===== src/rtl/hazard_pkg.sv =====
// Shared op-class encodings, default latencies and the result-latency lookup
// used by the decode-stage hazard scoreboard.
package hazard_pkg;

  localparam logic [1:0] OP_ALU    = 2'b00;
  localparam logic [1:0] OP_LOAD   = 2'b01;
  localparam logic [1:0] OP_MULDIV = 2'b10;

  localparam int unsigned HZ_LOAD_LAT = 1;
  localparam int unsigned HZ_MD_LAT   = 4;

  // Reserved class 2'b11 behaves as ALU.
  function automatic logic [31:0] lat(input logic [1:0] op_class,
                                      input int unsigned load_lat,
                                      input int unsigned md_lat);
    case (op_class)
      OP_LOAD:   return load_lat;
      OP_MULDIV: return md_lat;
      default:   return 32'd0;
    endcase
  endfunction

endpackage


===== src/rtl/sb_entry.sv =====
// One scoreboard countdown: loads a latency, decrements to zero and holds there.
// A load in the same cycle wins over the decrement.
module sb_entry #(
  parameter int unsigned CNT_W = 3
) (
  input  logic             clk,
  input  logic             rst,
  input  logic             i_load,
  input  logic [CNT_W-1:0] i_load_val,
  output logic [CNT_W-1:0] o_cnt,
  output logic             o_nz
);

  logic [CNT_W-1:0] r_cnt;

  always_ff @(posedge clk) begin
    if (rst) begin
      r_cnt <= '0;
    end else if (i_load) begin
      r_cnt <= i_load_val;
    end else if (r_cnt != '0) begin
      r_cnt <= r_cnt - CNT_W'(1);
    end
  end

  assign o_cnt = r_cnt;
  assign o_nz  = (r_cnt != '0);

endmodule


===== src/rtl/hazard_scoreboard.sv =====
// Decode-stage issue controller: tracks in-flight register writes and stalls ID
// on load-use, mul/div result, mul/div structural and WAW hazards.
module hazard_scoreboard
  import hazard_pkg::*;
#(
  parameter int unsigned LOAD_LAT = HZ_LOAD_LAT,
  parameter int unsigned MD_LAT   = HZ_MD_LAT,
  parameter int unsigned CNT_W    = 3
) (
  input  logic        clk,
  input  logic        rst,
  input  logic        ID_valid,
  input  logic [4:0]  ID_rs,
  input  logic [4:0]  ID_rt,
  input  logic        ID_use_rs,
  input  logic        ID_use_rt,
  input  logic [4:0]  ID_rw,
  input  logic        ID_RegWrite,
  input  logic [1:0]  ID_op_class,
  input  logic        EX_flush,
  output logic        stall,
  output logic        PC_Write,
  output logic        IF_ID_Write,
  output logic        ID_EX_bubble,
  output logic        md_busy,
  output logic [15:0] stall_count
);

  logic [CNT_W-1:0] w_cnt [32];
  logic [31:0]      w_nz;
  logic [CNT_W-1:0] w_md_cnt;
  logic             w_md_nz;
  logic [31:0]      w_lat;
  logic [CNT_W-1:0] w_lat_cnt;
  logic             w_raw_a;
  logic             w_raw_b;
  logic             w_struct;
  logic             w_waw;
  logic             w_issue;
  logic [15:0]      r_stall_count;

  assign w_lat     = lat(ID_op_class, LOAD_LAT, MD_LAT);
  assign w_lat_cnt = w_lat[CNT_W-1:0];

  // r0 is never tracked, so its slot reads as permanently idle.
  assign w_cnt[0] = '0;
  assign w_nz[0]  = 1'b0;

  for (genvar g = 1; g < 32; g++) begin : g_reg
    logic w_load;
    assign w_load = w_issue & ID_RegWrite & (ID_rw == 5'(g));

    sb_entry #(.CNT_W(CNT_W)) u_entry (
      .clk        (clk),
      .rst        (rst),
      .i_load     (w_load),
      .i_load_val (w_lat_cnt),
      .o_cnt      (w_cnt[g]),
      .o_nz       (w_nz[g])
    );
  end

  sb_entry #(.CNT_W(CNT_W)) u_md_entry (
    .clk        (clk),
    .rst        (rst),
    .i_load     (w_issue & (ID_op_class == OP_MULDIV)),
    .i_load_val (CNT_W'(MD_LAT)),
    .o_cnt      (w_md_cnt),
    .o_nz       (w_md_nz)
  );

  assign w_raw_a  = ID_use_rs & w_nz[ID_rs];
  assign w_raw_b  = ID_use_rt & w_nz[ID_rt];
  assign w_struct = (ID_op_class == OP_MULDIV) & (w_md_cnt != '0);
  // A write may issue while an older write to the same register is still
  // pending, as long as the new result cannot land before the old one.
  assign w_waw    = ID_RegWrite & (ID_rw != 5'd0) & (32'(w_cnt[ID_rw]) > w_lat);

  assign stall   = ID_valid & ~EX_flush & (w_raw_a | w_raw_b | w_struct | w_waw);
  assign w_issue = ID_valid & ~stall & ~EX_flush;

  always_ff @(posedge clk) begin
    if (rst) begin
      r_stall_count <= '0;
    end else if (stall && (r_stall_count != 16'hFFFF)) begin
      r_stall_count <= r_stall_count + 16'd1;
    end
  end

  assign PC_Write     = ~stall;
  assign IF_ID_Write  = ~stall;
  assign ID_EX_bubble = stall | EX_flush;
  assign md_busy      = w_md_nz;
  assign stall_count  = r_stall_count;

endmodule


===== config.mk =====
export PLATFORM = sky130hd
export DESIGN_NAME = hazard_scoreboard
export DESIGN_NICKNAME = d
export VERILOG_FILES = /design/src/rtl/hazard_pkg.sv /design/src/rtl/sb_entry.sv /design/src/rtl/hazard_scoreboard.sv
export SDC_FILE = /design/constraint.sdc
export NUM_CORES = 1
export LEC_CHECK = 0
export CAP_MARGIN = 20
export CORE_UTILIZATION = 45
export CTS_BUF_LIST = sky130_fd_sc_hd__clkbuf_16
export DETAILED_ROUTE_END_ITERATION = 10
export SYNTH_ARGS = -nofsm -noshare
export SYNTH_HDL_FRONTEND = slang
export SYNTH_SLANG_ARGS = --single-unit

===== constraint.sdc =====
create_clock -name clk -period 30.7 [get_ports clk]
set_input_delay 9.21 -clock clk [delete_from_list [all_inputs] [get_ports clk]]
set_output_delay 9.21 -clock clk [all_outputs]
set_load 0.02 [all_outputs]

# Word level (Yosys, flattened, before mapping)
# Cells that the tools add are included.
[word_totals] wordCells=293 out_inout_bits=21 ff_bits=112 in_bits=24
[classes] n_lt_le_gt_ge=4 mux=72 n_addsub=33 bitwise_logic=49 eq_ne=34 reduce_logical=67
[op_table] op="3-bit 2-to-1 mux" count=66
[op_table] op="3-bit nonzero test" count=32
[op_table] op="3-bit by 1-bit subtractor with 3-bit output (second input constant)" count=32
[op_table] op="5-bit equality test (second input constant)" count=16
[op_table] op="2-bit nonzero test" count=32
[op_table] op="1-bit AND" count=42
[op_table] op="5-bit by 4-bit equality test with 1-bit output (second input constant)" count=8
[op_table] op="3-bit by 32-bit > comparator with 1-bit output" count=1
[op_table] op="5-bit by 3-bit equality test with 1-bit output (second input constant)" count=4
[op_table] op="16-bit by 1-bit adder with 16-bit output (second input constant)" count=1
[op_table] op="16-bit != test (second input constant)" count=1
[op_table] op="3-bit binary-select mux with 5-bit select" count=1
[op_table] op="5-bit by 6-bit < comparator with 1-bit output (second input constant)" count=2
[op_table] op="1-bit binary-select mux with 5-bit select" count=2
[op_table] op="5-bit by 2-bit equality test with 1-bit output (second input constant)" count=2
[op_table] op="6-bit >= comparator (second input constant)" count=1
[op_table] op="5-bit NOT with 6-bit output" count=1
[op_table] op="3-bit case mux with 2 select lines" count=1
[op_table] op="5-bit by 1-bit equality test with 1-bit output (second input constant)" count=1
[op_table] op="5-bit nonzero test" count=1
[op_table] op="1-bit bitwise OR" count=4
[op_table] op="2-bit by 1-bit equality test with 1-bit output (second input constant)" count=1
[op_table] op="2-bit equality test (second input constant)" count=1
[op_table] op="1-bit 2-to-1 mux" count=2
[op_table] op="3 further kinds" count=4

# Logic depth before layout (Yosys ltp)
# Gate-level depths: netlist of the first run.
[depth] word_depth=14 ltp_mapped=23

# Cells and area by module
# A second synthesis of the first run with hierarchy kept.
[unflattened] hier_cells=975 hier_area_um2=9175.0
[modules_own_cells] module="sb_entry" cells_each=21 instances=32 area_each_um2=202.7
[modules_own_cells] module="hazard_scoreboard" cells_each=303 instances=1 area_each_um2=2688.8

# Worst setup path before layout of the first run
# No wires, ideal clock.
[synth_path] path_kind="input to output" from="input ID_rw[0]" to="output ID_EX_bubble" stages=19 path_slack_ps=7542 n_path_buf=7 t_arrival_ps=13948 path_cell_list="buf_2 buf_2 buf_1 clkbuf_1 mux4_2 mux4_2 a21oi_1 ha_1 nand2b_1 a21boi_0 nand4_1 o221ai_1 o31ai_1 or2_1 buf_6 buf_6 buf_2 o21ai_0 nand2b_1"
[synth_via] elab_chain_len=9 elab_cells_between_ends=11 cone_classes="order compare: 1; mux: 3; bitwise: 6; reduce/logical: 1"
[synth_lines] item="from (decl)" line_no="hazard_scoreboard.sv:17" text="input logic [4:0] ID_rw,"
[synth_lines] item="5-bit NOT with 6-bit output (not written as such)" line_no="hazard_scoreboard.sv:77" text="assign w_waw = ID_RegWrite & (ID_rw != 5'd0) & (32'(w_cnt[ID_rw]) > w_lat);"
[synth_lines] item="3-bit binary-select mux with 5-bit select" line_no="hazard_scoreboard.sv:77"
[synth_lines] item="3-bit 2-to-1 mux (not written as such) (2 in a row)" line_no="hazard_scoreboard.sv:77"
[synth_lines] item="3-bit by 32-bit > comparator with 1-bit output" line_no="hazard_scoreboard.sv:77"
[synth_lines] item="1-bit AND (*)" line_no="hazard_scoreboard.sv:77"
[synth_lines] item="1-bit bitwise OR (*)" line_no="hazard_scoreboard.sv:79" text="assign stall = ID_valid & ~EX_flush & (w_raw_a | w_raw_b | w_struct | w_waw);"
[synth_lines] item="1-bit AND (*)" line_no="hazard_scoreboard.sv:79"
[synth_lines] item="1-bit bitwise OR (*)" line_no="hazard_scoreboard.sv:92" text="assign ID_EX_bubble = stall | EX_flush;"
[synth_lines] item="to (decl)" line_no="hazard_scoreboard.sv:24" text="output logic ID_EX_bubble,"
# Every way passes the cells marked *; elsewhere a longest branch is shown, timed or not. The select of a mux whose other input is x is not followed.

# Worst setup path after layout of the first run
[layout_path] from="input ID_rw[0]" to="output IF_ID_Write"
[layout_via] elab_chain_len=9 elab_cells_between_ends=11 cone_classes="order compare: 1; mux: 3; bitwise: 6; reduce/logical: 1"
[layout_lines] item="5-bit NOT with 6-bit output (not written as such)" line_no="hazard_scoreboard.sv:77"
[layout_lines] item="3-bit binary-select mux with 5-bit select" line_no="hazard_scoreboard.sv:77"
[layout_lines] item="3-bit 2-to-1 mux (not written as such) (2 in a row)" line_no="hazard_scoreboard.sv:77"
[layout_lines] item="3-bit by 32-bit > comparator with 1-bit output" line_no="hazard_scoreboard.sv:77"
[layout_lines] item="1-bit AND (*)" line_no="hazard_scoreboard.sv:77"
[layout_lines] item="1-bit bitwise OR (*)" line_no="hazard_scoreboard.sv:79"
[layout_lines] item="1-bit AND (*)" line_no="hazard_scoreboard.sv:79"
[layout_lines] item="1-bit NOT (*)" line_no="hazard_scoreboard.sv:91" text="assign IF_ID_Write = ~stall;"
[layout_lines] item="to (decl)" line_no="hazard_scoreboard.sv:23" text="output logic IF_ID_Write,"
# Marks and branches as above.

==> results.sh, run 1 <==
export IMPL_synth_top_area_frac=0.2703
export IMPL_yosysSeqAreaShare=0.2703
export IMPL_synth_area_um2=8294
export IMPL_drt_first_pass_iters=4
export IMPL_total_leakage_power_nw=3.686
export IMPL_grt_pass1_wl_um=33090
export IMPL_crit_path_frequent_cell="a21oi_1"
export IMPL_slew_headroom=0.4073
export IMPL_clock_latency_ns=0.37
export IMPL_cts_buffer_depth=2
export IMPL_via_per_inst=5.573
export IMPL_worstPathRequired_ns=21.49
export IMPL_grt_util_all_layers=0.2319
export IMPL_tightest_slew_ns=0.8891
export IMPL_post_cts_resized=0
export IMPL_postLayoutCellArea_um2=9145
export IMPL_min_to="u_md_entry.o_cnt[0]$_SDFFE_PP0N_"
export IMPL_synthCells=955
export IMPL_yosysWarnings=0
export IMPL_cts_made_buffers=9
export IMPL_synth_area_leader_cell="dfxtp_1"
export IMPL_period_minus_slack_ns=23.35
export IMPL_wl_per_cell_um=17.52
export IMPL_grt_pass1_vias=5993
export IMPL_grt_use_met3=0.03679
export IMPL_crit_arrival_ns=14.14
export IMPL_die_w_um=137.8
export IMPL_hold_start="u_md_entry.o_cnt[0]$_SDFFE_PP0N_"
export IMPL_numPortBuffers=44
export IMPL_path_max_fanout=34
export IMPL_status="finished, final reports clean"
export IMPL_gp_congestion=0.8519
export IMPL_min_period_over_period=0.7606
export IMPL_place_hpwl_um=15600
export IMPL_holdWs_ns=0.4876
export IMPL_die_y_um=137.8
export IMPL_async_reset_ff_frac=0
export IMPL_vdd_ir_drop_worst_mv=0.04440
export IMPL_hold_depth=2
export IMPL_cp_num_buf_inv=3
export IMPL_busiest_layer="met2"
export IMPL_clk_pin_slew_ns=0.07
export IMPL_grtUsageMet1=0.3109
export IMPL_totalWireLength_um=21040
export IMPL_htree_levels=3
export IMPL_ff2ff_setup_slack_ns=26.14
export IMPL_reg2reg_from="g_reg[10].u_entry.o_cnt[2]$_SDFFE_PP0P_"
export IMPL_synthesis_nets=1046
export IMPL_drc=0
export IMPL_ys_types=58
export IMPL_drtIter0Drc=321
export IMPL_final_nets=1058
export IMPL_syn_to_final_growth_pct=10.26
export IMPL_num_vias=6693
export IMPL_ys_flop_type="dfxtp_1"
export IMPL_rows=49
export IMPL_dieArea_um2=18980
export IMPL_ant_nets=0
export IMPL_reg2reg_to="g_reg[21].u_entry.o_cnt[0]$_SDFFE_PP0P_"
export IMPL_final_common_cell="nor2_1"
export IMPL_multi_input_comb_area_um2=5527
export IMPL_synthTopCellsByArea="dfxtp_1 27%, ha_1 10%, mux2_2 8.1%"
export IMPL_crit_family="compound AO/OA/AOI/OAI gates"
export IMPL_seqCellArea_um2=2242
export IMPL_synth_enable_flop_cells=0
export IMPL_total_power_uw=808.7
export IMPL_grt_start_max_net_pins=58
export IMPL_hold_viol_final=0
export IMPL_setup_worst_path_start_class="input pin"
export IMPL_fillers=1741
export IMPL_min_path_type="reg -> reg"
export IMPL_slew_viol_final=0
export IMPL_globalRouteOverflowTotal=0
export IMPL_crit_type="in -> out"
export IMPL_io_pins=45
export IMPL_cap_violations=0
export IMPL_cts_setup_buffers=0
export IMPL_cp_slowest_cell="clkdlybuf4s50_1"
export IMPL_finalSetupTns_ns=0
export IMPL_place_area_um2=8857
export IMPL_clock_skew_ns=0.01388
export IMPL_cts_root_buf="clkbuf_16"
export IMPL_most_common_layout_cells="137 x nor2_1, 112 x dfxtp_1, 81 x inv_1"
export IMPL_fp_coreArea_um2=18020
export IMPL_max_freq_mhz=42.83
export IMPL_antennaDiodeCount=0
export IMPL_start_util=0.4602
export IMPL_syn_avg_cell_area_um2=8.685
export IMPL_final_layout_size_suffix_gt1_frac=0.1471
export IMPL_grt_use_met2=0.3772
export IMPL_antenna_found_initial=0
export IMPL_post_route_util=0.5074
export IMPL_cts_sinks=112
export IMPL_rsz0062_at_grt="false"
export IMPL_reg2reg_depth=16
export IMPL_yosys_register_bits=112
export IMPL_report_final_setup_viol=0
export IMPL_cts_hold_buf=0
export IMPL_crit_chain="buf_2 > mux4_2 > and2_1 > a31oi_1 > a21oi_1 > a2111oi_0 > a21oi_1 > ha_1 > nand2b_1 > a21boi_0 > nand4_1 > o221ai_1 > o31ai_1 > or2_1 > buf_4 > o21ai_0 > clkdlybuf4s50_1"
export IMPL_cp_end_kind="primary output"
export IMPL_cts_tree="yes"
export IMPL_power_density_nw_per_um2=88.43
export IMPL_cp_slowest_stage_delay_ns=0.68
-- worst max-delay path by stage --
| stage | start | to | cells past startpoint |
|---|---|---|---|
| global placement | ID_rw[0] | PC_Write | 17 |
| detailed placement | ID_rw[0] | IF_ID_Write | 17 |
| finish | ID_rw[0] | IF_ID_Write | 17 |
| global route | ID_rw[0] | PC_Write | 17 |
| CTS | ID_rw[0] | IF_ID_Write | 17 |
| floorplan | ID_rw[0] | ID_EX_bubble | 19 |
-- synth_stat cells (all sizes together) (4+ instances only) --
cell type    n
nand2       53
nand2b      38
o22ai        5
buf         16
xnor2       31
nor2       138
ha          67
nand3b       4
and3        13
o31ai        6
nor2b       16
mux2i       36
nand4        6
or4         17
mux4        26
and2         4
a21oi       35
nor3        32
o211ai      18
or3          8
inv         80
a2111oi      5
clkbuf      36
nand3       26
mux2        72
nor4         8
o21ai       13
dfxtp      112
-- cells by family (layout without fill, tap and decap cells) --
family                     Yosys count  count (layout)  share of synthesized area
adders and majority gates           67              67                     0.1011
buffers and inverters              132             149                    0.06426
DFF                                112             112                     0.2703
AOI/OAI and AO/OA                  104             104                    0.08222
muxes                              134             134                     0.2172
and+or+nand+nor                    375             375                     0.2322
xor gates and xnor gates            31              31                    0.03273
-- stage by stage --
step | cells | worst slack [ns]
3_3_place_gp | 1184 | 7.457
4_1_cts | 1201 | 7.360
2_1_floorplan | 955 | 7.542
6_report | 1201 | 7.351
3_5_place_dp | 1185 | 7.387
5_1_grt | 1201 | 6.996
-- flip-flops by register name, indices dropped and copies added, names as in the netlist --
signal and cells:
g.u_entry.o_cnt 93, stall_count 16, u_md_entry.o_cnt 3
-- cell type report --
| type | count | share of cell area |
|---|---|---|
| Sequential cell | 112 | 0.2452 |
| Tap cell | 229 | 0.03133 |
| Multi-Input combinational cell | 711 | 0.6043 |
| Timing Repair Buffer | 53 | 0.05486 |
| Clock inverter | 7 | 0.006841 |
| Inverter | 80 | 0.03284 |
| Clock buffer | 9 | 0.02463 |
-- layer usage --
layer / share of wire / vias to the layer above
li1: - / 3346
met1: 0.47 / 3170
met2: 0.47 / 148
met3: 0.041 / 29
met4: 0.023 / 0
met5: 0 / -
-- worst min-delay path, stage by stage, from the launching register on --
cell     delay (ns)
dfxtp_1        0.31
nand3_1        0.06
o21ai_0        0.07
-- report_power, final --
part           total, mW  internal [mW]  leakage [nW]  switching (mW)
combinational      0.434          0.213          2.62           0.222
sequential         0.255          0.201         0.926          0.0540
clock              0.120         0.0628         0.142          0.0569
total              0.809          0.476          3.69           0.332
Power figures use the tool's default switching activity.
==> run 2, diff against run 1 <==
- PLACE_DENSITY: unset -> 0.65
- clock period: 30.7 -> 19.76 ns (I/O delays scaled with it)
==> run 2 against run 1 <==
Effect of this change: combinational power up 58%; design area stayed put; routed wire length rose by 0.16%; register-to-register slack worse by 11 ns; global-route usage about the same; via count rose by 2.5%; critical path type unchanged; clock-buffer cell count unchanged; power up 56%; worst hold slack worse by 0.0018 ns; largest cell class unchanged; highest routed layer unchanged; core utilization unchanged.
==> results.sh, run 2 (synthesis gave the netlist of run 1 again) <==
export IMPL_status="finished, final reports clean"
export IMPL_rows=49
export IMPL_totalWireLength_um=21070
export IMPL_die_y_um=137.8
export IMPL_clock_skew_ns=0.008737
export IMPL_cts_setup_buffers=0
export IMPL_total_leakage_power_nw=3.694
export IMPL_num_vias=6863
export IMPL_grt_util_all_layers=0.2324
export IMPL_cts_made_buffers=9
export IMPL_seqCellArea_um2=2242
export IMPL_cap_violations=0
export IMPL_crit_family="compound AO/OA/AOI/OAI gates"
export IMPL_hold_depth=2
export IMPL_largest_reg_flops=93
export IMPL_syn_to_final_growth_pct=10.26
export IMPL_grt_pass1_wl_um=33440
export IMPL_ff2ff_setup_slack_ns=15.39
export IMPL_final_nets=1058
export IMPL_wl_per_cell_um=17.55
export IMPL_report_final_setup_viol=0
export IMPL_grt_pass1_vias=6207
export IMPL_cts_root_buf="clkbuf_16"
export IMPL_final_common_cell="nor2_1"
export IMPL_ant_nets=0
export IMPL_finalSetupTns_ns=0
export IMPL_io_pins=45
export IMPL_path_max_fanout=34
export IMPL_place_hpwl_um=15530
export IMPL_antenna_found_initial=0
export IMPL_cts_sinks=112
export IMPL_most_common_layout_cells="137 x nor2_1, 112 x dfxtp_1, 84 x inv_1"
export IMPL_clock_latency_ns=0.36
export IMPL_cp_slowest_stage_delay_ns=0.69
export IMPL_final_layout_size_suffix_gt1_frac=0.1461
export IMPL_period_minus_slack_ns=16.66
export IMPL_cp_num_buf_inv=3
export IMPL_hold_viol_final=0
export IMPL_gp_congestion=0.9292
export IMPL_grt_start_max_net_pins=50
export IMPL_drt_first_pass_iters=5
export IMPL_numPortBuffers=44
export IMPL_drtIter0Drc=445
export IMPL_reg2reg_from="g_reg[10].u_entry.o_cnt[2]$_SDFFE_PP0P_"
export IMPL_multi_input_comb_area_um2=5532
export IMPL_start_util=0.4602
export IMPL_crit_type="in -> out"
export IMPL_clk_pin_slew_ns=0.07
export IMPL_cts_tree="yes"
export IMPL_max_freq_mhz=60.03
export IMPL_fp_coreArea_um2=18020
export IMPL_htree_levels=3
export IMPL_total_power_mw=1.261
export IMPL_dpl_worst_slack_ns=3.123
export IMPL_worstPathRequired_ns=13.83
export IMPL_cts_buffer_depth=2
export IMPL_slew_headroom=0.3649
export IMPL_tightest_slew_ns=0.9505
export IMPL_power_density_nw_per_um2=137.9
export IMPL_drc=0
export IMPL_min_to="u_md_entry.o_cnt[0]$_SDFFE_PP0N_"
export IMPL_post_cts_resized=0
export IMPL_crit_arrival_ns=10.73
export IMPL_crit_chain="buf_2 > mux4_2 > a221oi_1 > a21oi_1 > a2111oi_0 > a21oi_1 > ha_1 > nand2b_1 > a21boi_0 > nand4_1 > o221ai_1 > o31ai_1 > or2_1 > buf_4 > o21ai_0 > clkdlybuf4s50_1"
export IMPL_dieArea_um2=18980
export IMPL_rsz0062_at_grt="false"
export IMPL_vdd_ir_drop_worst_mv=0.06675
export IMPL_crit_path_frequent_cell="a21oi_1"
export IMPL_cp_slowest_cell="buf_2"
export IMPL_reg2reg_to="g_reg[3].u_entry.o_cnt[2]$_SDFFE_PP0P_"
export IMPL_die_w_um=137.8
export IMPL_globalRouteOverflowTotal=0
export IMPL_reg2reg_depth=16
export IMPL_antennaDiodeCount=0
export IMPL_cp_end_kind="primary output"
export IMPL_min_period_over_period=0.8430
export IMPL_hold_start="u_md_entry.o_cnt[0]$_SDFFE_PP0N_"
export IMPL_slew_viol_final=0
export IMPL_setup_worst_path_start_class="input pin"
export IMPL_via_per_inst=5.714
export IMPL_worst_slack_ns=3.102
export IMPL_min_path_type="reg -> reg"
export IMPL_cts_hold_buf=0
export IMPL_fillers=1754
==> run 2: cell count changes in the layout (fill, tap and decap cells not counted) <==
| cell | delta |
|---|---|
| inv_1 | +3 |
| clkinv_1 | -2 |
| inv_6 | -1 |
| nor2_2 | -1 |
| nor2_4 | +1 |
==> run 2: worst max-delay path by stage <==
stage	from	end	slack [ns]	cells after the start
2_1_floorplan	ID_rw[0]	ID_EX_bubble	3.17	19
3_3_place_gp	ID_rw[0]	PC_Write	3.21	17
3_5_place_dp	ID_rw[0]	PC_Write	3.12	16
4_1_cts	ID_rw[0]	PC_Write	3.10	16
5_1_grt	ID_rw[0]	PC_Write	2.55	16
6_report	ID_rw[0]	PC_Write	3.10	16
==> run 2: report_power, final <==
| part | switching, mW | internal [mW] |
|---|---|---|
| logic | 0.352 | 0.332 |
| clock network | 0.0827 | 0.0965 |
| registers | 0.0856 | 0.312 |
| total | 0.520 | 0.741 |
==> run 2: cell type report <==
class / count / share of cell area
multi-input cells: 711 / 0.6049
well taps: 229 / 0.03133
inverters: 80 / 0.03284
repair buffers: 53 / 0.05486
flip-flops and latches: 112 / 0.2452
clock inverters: 7 / 0.006294
clock buffers: 9 / 0.02463
==> run 2: routing by layer <==
| metal | GRT usage | share of wire |
|---|---|---|
| met1 | 0.3097 | 0.45 |
| met2 | 0.3777 | 0.47 |
| met3 | 0.03716 | 0.048 |
| met4 | 0.08333 | 0.027 |
| met5 | 0 | 0 |
==> run 2: worst min-delay path, stage by stage (launching register included) <==
cell and delay (ns):
dfxtp_1 0.31, nand3_1 0.06, o21ai_0 0.07
==> run 2: stage by stage <==
step / std cells / util / hold slack (ns) / area, um2
floorplan: 955 / - / 0.4471 / 8294
global placement: 1184 / 0.4910 / 0.4648 / 8851
detailed placement: 1185 / 0.4917 / 0.4758 / 8862
CTS: 1201 / 0.5074 / 0.4890 / 9145
global route: 1201 / 0.5074 / 0.5377 / 9145
finish: 1201 / 0.5074 / 0.4858 / 9145
==> run 3, diff against run 2 <==
- PLACE_DENSITY: 0.65 -> unset
- clock period: 19.76 -> 16.9 ns (I/O delays scaled with it)
==> run 3 against run 2 <==
Effect of this change: design area about the same; largest cell class unchanged; critical path depth up 1; die area is the same; sequential power grew 17%; clock-buffer cell count is the same; via count shrank 1.9%; final cell count rose by 0.17%; routed wire length rose by 0.79%; first-iteration DRC count shrank 17%.
==> results.sh, run 3 (synthesis gave the netlist of run 1 again) <==
export IMPL_antenna_found_initial=0
export IMPL_wl_per_cell_um=17.66
export IMPL_period_minus_slack_ns=15.15
export IMPL_num_vias=6732
export IMPL_min_path_type="reg -> reg"
export IMPL_cp_num_buf_inv=4
export IMPL_vdd_ir_drop_worst_mv=0.09063
export IMPL_syn_to_final_growth_pct=10.32
export IMPL_crit_chain="clkdlybuf4s50_1 > buf_4 > nor2b_1 > a221oi_1 > a21oi_1 > a2111oi_0 > a21oi_1 > ha_1 > nand2_1 > a21boi_0 > nand4_1 > o221ai_1 > o31ai_1 > or2_1 > buf_4 > o21ai_0 > clkdlybuf4s50_1"
export IMPL_finalSetupTns_ns=0
export IMPL_start_util=0.4602
export IMPL_post_cts_resized=0
export IMPL_report_final_setup_viol=0
export IMPL_io_pins=45
export IMPL_total_power_mw=1.468
export IMPL_cts_buffer_depth=2
export IMPL_slew_viol_final=0
export IMPL_rows=49
export IMPL_largest_reg_flops=93
export IMPL_tightest_slew_ns=0.8516
export IMPL_setup_worst_path_start_class="input pin"
export IMPL_totalWireLength_um=21240
export IMPL_rsz0062_at_grt="false"
export IMPL_postLayoutCellArea_um2=9150
export IMPL_fillers=1723
export IMPL_drc=0
export IMPL_crit_type="in -> out"
export IMPL_die_y_um=137.8
export IMPL_gp_congestion=0.9089
export IMPL_total_leakage_power_nw=3.684
export IMPL_crit_arrival_ns=10.08
export IMPL_min_period_over_period=0.8964
export IMPL_cts_setup_buffers=0
export IMPL_grt_pass1_wl_um=34070
export IMPL_most_common_layout_cells="137 x nor2_1, 112 x dfxtp_1, 80 x inv_1"
export IMPL_htree_levels=3
export IMPL_cts_sinks=112
export IMPL_drtIter0Drc=371
export IMPL_ant_nets=0
export IMPL_cts_tree="yes"
export IMPL_path_max_fanout=34
export IMPL_place_hpwl_um=15860
export IMPL_place_area_um2=8869
export IMPL_via_per_inst=5.596
export IMPL_final_common_cell="nor2_1"
export IMPL_dieArea_um2=18980
export IMPL_status="finished, final reports clean"
export IMPL_grt_pass1_vias=6125
export IMPL_clk_pin_slew_ns=0.07
export IMPL_grt_start_max_net_pins=54
export IMPL_clock_skew_ns=0.01072
export IMPL_numPortBuffers=44
export IMPL_cts_hold_buf=0
export IMPL_die_w_um=137.8
export IMPL_clock_latency_ns=0.37
export IMPL_crit_family="buffers and inverters"
export IMPL_antennaDiodeCount=0
export IMPL_cp_slowest_cell="clkdlybuf4s50_1"
export IMPL_fp_coreArea_um2=18020
export IMPL_hold_viol_final=0
export IMPL_globalRouteOverflowTotal=0
export IMPL_drt_first_pass_iters=6
export IMPL_ff2ff_setup_slack_ns=12.41
export IMPL_max_freq_mhz=66.01
export IMPL_grt_util_all_layers=0.2376
export IMPL_final_layout_size_suffix_gt1_frac=0.1509
export IMPL_cap_violations=0
export IMPL_cp_slowest_stage_delay_ns=0.87
export IMPL_final_nets=1060
export IMPL_cts_made_buffers=9
export IMPL_cts_root_buf="clkbuf_16"
export IMPL_worstPathRequired_ns=11.83
export IMPL_cp_end_kind="primary output"
export IMPL_power_density_nw_per_um2=160.4
export IMPL_slew_headroom=0.4311
-- run 3: cell count changes in the layout (fill, tap and decap cells not counted), sizes merged --
cell,before,now
bufinv,1,0
buf,11,13
clkinvlp,1,2
clkinv,1,3
inv,84,82
-- run 3: cell type report --
| class | instances | area, um2 | share of cell area |
|---|---|---|---|
| multi-input combinational | 711 | 5527 | 0.6040 |
| sequential | 112 | 2242 | 0.2450 |
| clock inverter | 7 | 56.30 | 0.006153 |
| inverter | 80 | 300.3 | 0.03282 |
| clock buffer | 9 | 225.2 | 0.02461 |
| tap | 229 | 286.5 | 0.03131 |
| timing repair buffer | 55 | 513.0 | 0.05606 |
-- run 3: final timing paths --
kind         cells past startpoint                                     end                               startpoint
max                             17                             IF_ID_Write                                 ID_rw[1]
min                              2        u_md_entry.o_cnt[0]$_SDFFE_PP0N_         u_md_entry.o_cnt[0]$_SDFFE_PP0N_
max reg2reg                     16  g_reg[3].u_entry.o_cnt[0]$_SDFFE_PP0P_  g_reg[10].u_entry.o_cnt[2]$_SDFFE_PP0P_
min reg2reg                      2        u_md_entry.o_cnt[0]$_SDFFE_PP0N_         u_md_entry.o_cnt[0]$_SDFFE_PP0N_
-- run 3: per-layer routing --
metal,part of all wire,GRT usage
met1,0.47,0.3251
met2,0.47,0.3822
met3,0.037,0.03863
met4,0.021,0.07065
met5,0,0
-- run 3: worst register-to-register path, cell delays in order (launching register included) --
cell       delay, ns
dfxtp_1         0.38
mux4_2          0.49
and2_1          0.17
a31oi_1         0.14
a21oi_1         0.09
a2111oi_0       0.54
a21oi_1         0.10
ha_1            0.32
nand2_1         0.07
a21boi_0        0.15
nand4_1         0.11
o221ai_1        0.19
o31ai_1         0.12
or2_1           0.22
buf_4           0.26
nor4_1          0.62
mux2_2          0.40
-- run 3: where the power goes --
group / switching (mW) / internal [mW]
Clock: 0.110 / 0.102
Combinational: 0.404 / 0.386
Sequential: 0.100 / 0.365
-- run 3: through the flow --
stage	cells	hold WS, ns	worst slack [ns]	util
floorplan	955	0.4471	2.022	-
global placement	1186	0.4616	1.900	0.4916
detailed placement	1187	0.4840	1.804	0.4920
CTS	1203	0.4940	1.780	0.5076
global route	1203	0.5189	1.404	0.5076
finish	1203	0.4865	1.750	0.5076
==> RTL edit, RTL diff (flow settings as in run 3) <==
`CNT_W` is set to 3 in 2 places; all go to 6.
--- a/src/rtl/sb_entry.sv
+++ b/src/rtl/sb_entry.sv
@@ -3,3 +3,3 @@
 module sb_entry #(
-  parameter int unsigned CNT_W = 3
+  parameter int unsigned CNT_W = 6
 ) (
--- a/src/rtl/hazard_scoreboard.sv
+++ b/src/rtl/hazard_scoreboard.sv
@@ -7,3 +7,3 @@
   parameter int unsigned MD_LAT   = HZ_MD_LAT,
-  parameter int unsigned CNT_W    = 3
+  parameter int unsigned CNT_W    = 6
 ) (
Check against the original RTL: not settled (the Yosys comparison gave no result); the edit may change what the design does.
==> RTL edit against run 3 <==
Global-route usage is 3.3 points higher. Area after synthesis is 57% higher. Utilization hardly changed. Routed wire length is 86% higher. Sequential share of layout area is 4.7 points higher. Synthesized cell count is 62% higher. Sequential cell count is 96 higher. Design area is 56% higher. Power is 85% higher. Setup slack better by 0.53 ns. Critical path type unchanged.
==> RTL edit: results (changes against run 3) <==
| Metric | Value |
|---|---|
| Status | `complete, no violations` |
| GRT Util Overall | `0.271 (+0.0329)` |
| Hold EP | `g_reg[15].u_entry.o_cnt[4]` |
| Max Buffers Root-to-Sink | `3 (+1)` |
| Area after DPL | `0.0135 sq mm (+52%)` |
| DP HPWL | `29.1 mm (+83%)` |
| Ratio of cells with drive above 1 in the final layout | `0.108 (-0.0426)` |
| Commonest cells post-synth | `dfxtp_1, nor3_1, nor2_1` |
| First-pass GRT wire length | `61.3 mm (+80%)` |
| Largest net degree at the start of global routing | `117 (+120%)` |
| Drt first pass iters | `5 (-1)` |
| Routed wire per std cell | `20.6 microns (+17%)` |
| Nets@finish | `1587 (+50%)` |
| Leakage | `5.41 nW (+47%)` |
| WHS | `0.481 ns (-0.00570 ns)` |
| CP arrival | `9.55 ns (-0.53 ns)` |
| R2R Setup Slk | `12.71 ns (+0.30 ns)` |
| Initial antenna violation count | `1 (+1)` |
| Gpl congestion | `1.00 (+10%)` |
| Worst Hold Launch | `g_reg[15].u_entry.o_cnt[4]` |
| Max reg flops | `186 (+100%)` |
| Reg-to-reg endpoint | `g_reg[19].u_entry.o_cnt[2]` |
| FF-to-FF path depth | `12 (-4)` |
| Clk_lat worst skew | `0.53 ns (+0.16 ns)` |
| Slew margin rel. | `0.344 (-0.0873)` |
| H-tree levels | `1 (-2)` |
| Internal | `1.58 mW (+85%)` |
| Total number of vias | `11400 (+69%)` |
| Max FO, Critical Path | `23 (-32%)` |
==> RTL edit: layout make-up <==
class	count	area, sq um
Clock inverter	17	129
Sequential cell	208	4160
Timing Repair Buffer	54	507
Multi-Input combinational cell	1159	8060
Fill cell	2752	13800
Inverter	79	297
Clock buffer	25	626
Tap cell	378	473
==> RTL edit: critical path, stage by stage <==
cell,delay [ns]
clkdlybuf4s50_1,1.10
nor2_1,0.27
and2_1,0.24
a221oi_1,0.22
o21ai_0,0.13
o22a_1,0.23
ha_1,0.29
o211ai_1,0.12
o32ai_1,0.11
a41oi_1,0.23
o211ai_1,0.15
a31oi_2,0.20
nand2_1,0.30
nand2_1,0.25
clkdlybuf4s50_1,0.63
==> RTL edit: kinds of logic (layout without fill, tap and decap cells) <==
logic type      after synthesis  after routing  synth area share
mux                         140            140             0.150
simple gates                707            707             0.287
xor+xnor                     70             70            0.0471
flops                       208            208             0.320
buf+inv                     176            175            0.0616
fa+ha+maj                    36             36            0.0346
compound gates              206            206            0.0997
==> RTL edit: power groups by stage <==
stage	Clock, mW	Sequential (mW)	Combinational (mW)
after global placement	0	0.877	1.29
after detailed placement	0	0.873	1.32
after global routing	0.540	0.891	1.50
after CTS	0.521	0.864	1.33
final	0.510	0.871	1.34
after floorplan	0	0.790	1.11
==> RTL edit: stage by stage <==
stage / total power [mW] / cells / setup slack (ns)
6_report: 2.72 / 1920 / 2.28
2_1_floorplan: 1.90 / 1543 / 3.16
3_3_place_gp: 2.17 / 1878 / 2.38
3_5_place_dp: 2.19 / 1878 / 2.31
4_1_cts: 2.71 / 1920 / 2.30
5_1_grt: 2.93 / 1920 / 1.87
==> RTL edit: worst max path at each step <==
stage             start          end  slack, ns  cells after the start
6_report       ID_rw[2]     PC_Write       2.28                     15
5_1_grt        ID_rw[2]     PC_Write       1.87                     15
4_1_cts        ID_rw[2]     PC_Write       2.30                     15
3_5_place_dp   ID_rw[2]     PC_Write       2.31                     15
3_3_place_gp   ID_rw[2]  IF_ID_Write       2.38                     15
2_1_floorplan  ID_rw[1]     PC_Write       3.16                     16
==> RTL edit: metal layers <==
layer,global-route usage,share of wire
met5,0,0.00028
met4,0.0743,0.028
met3,0.0433,0.067
met2,0.424,0.44
met1,0.383,0.46
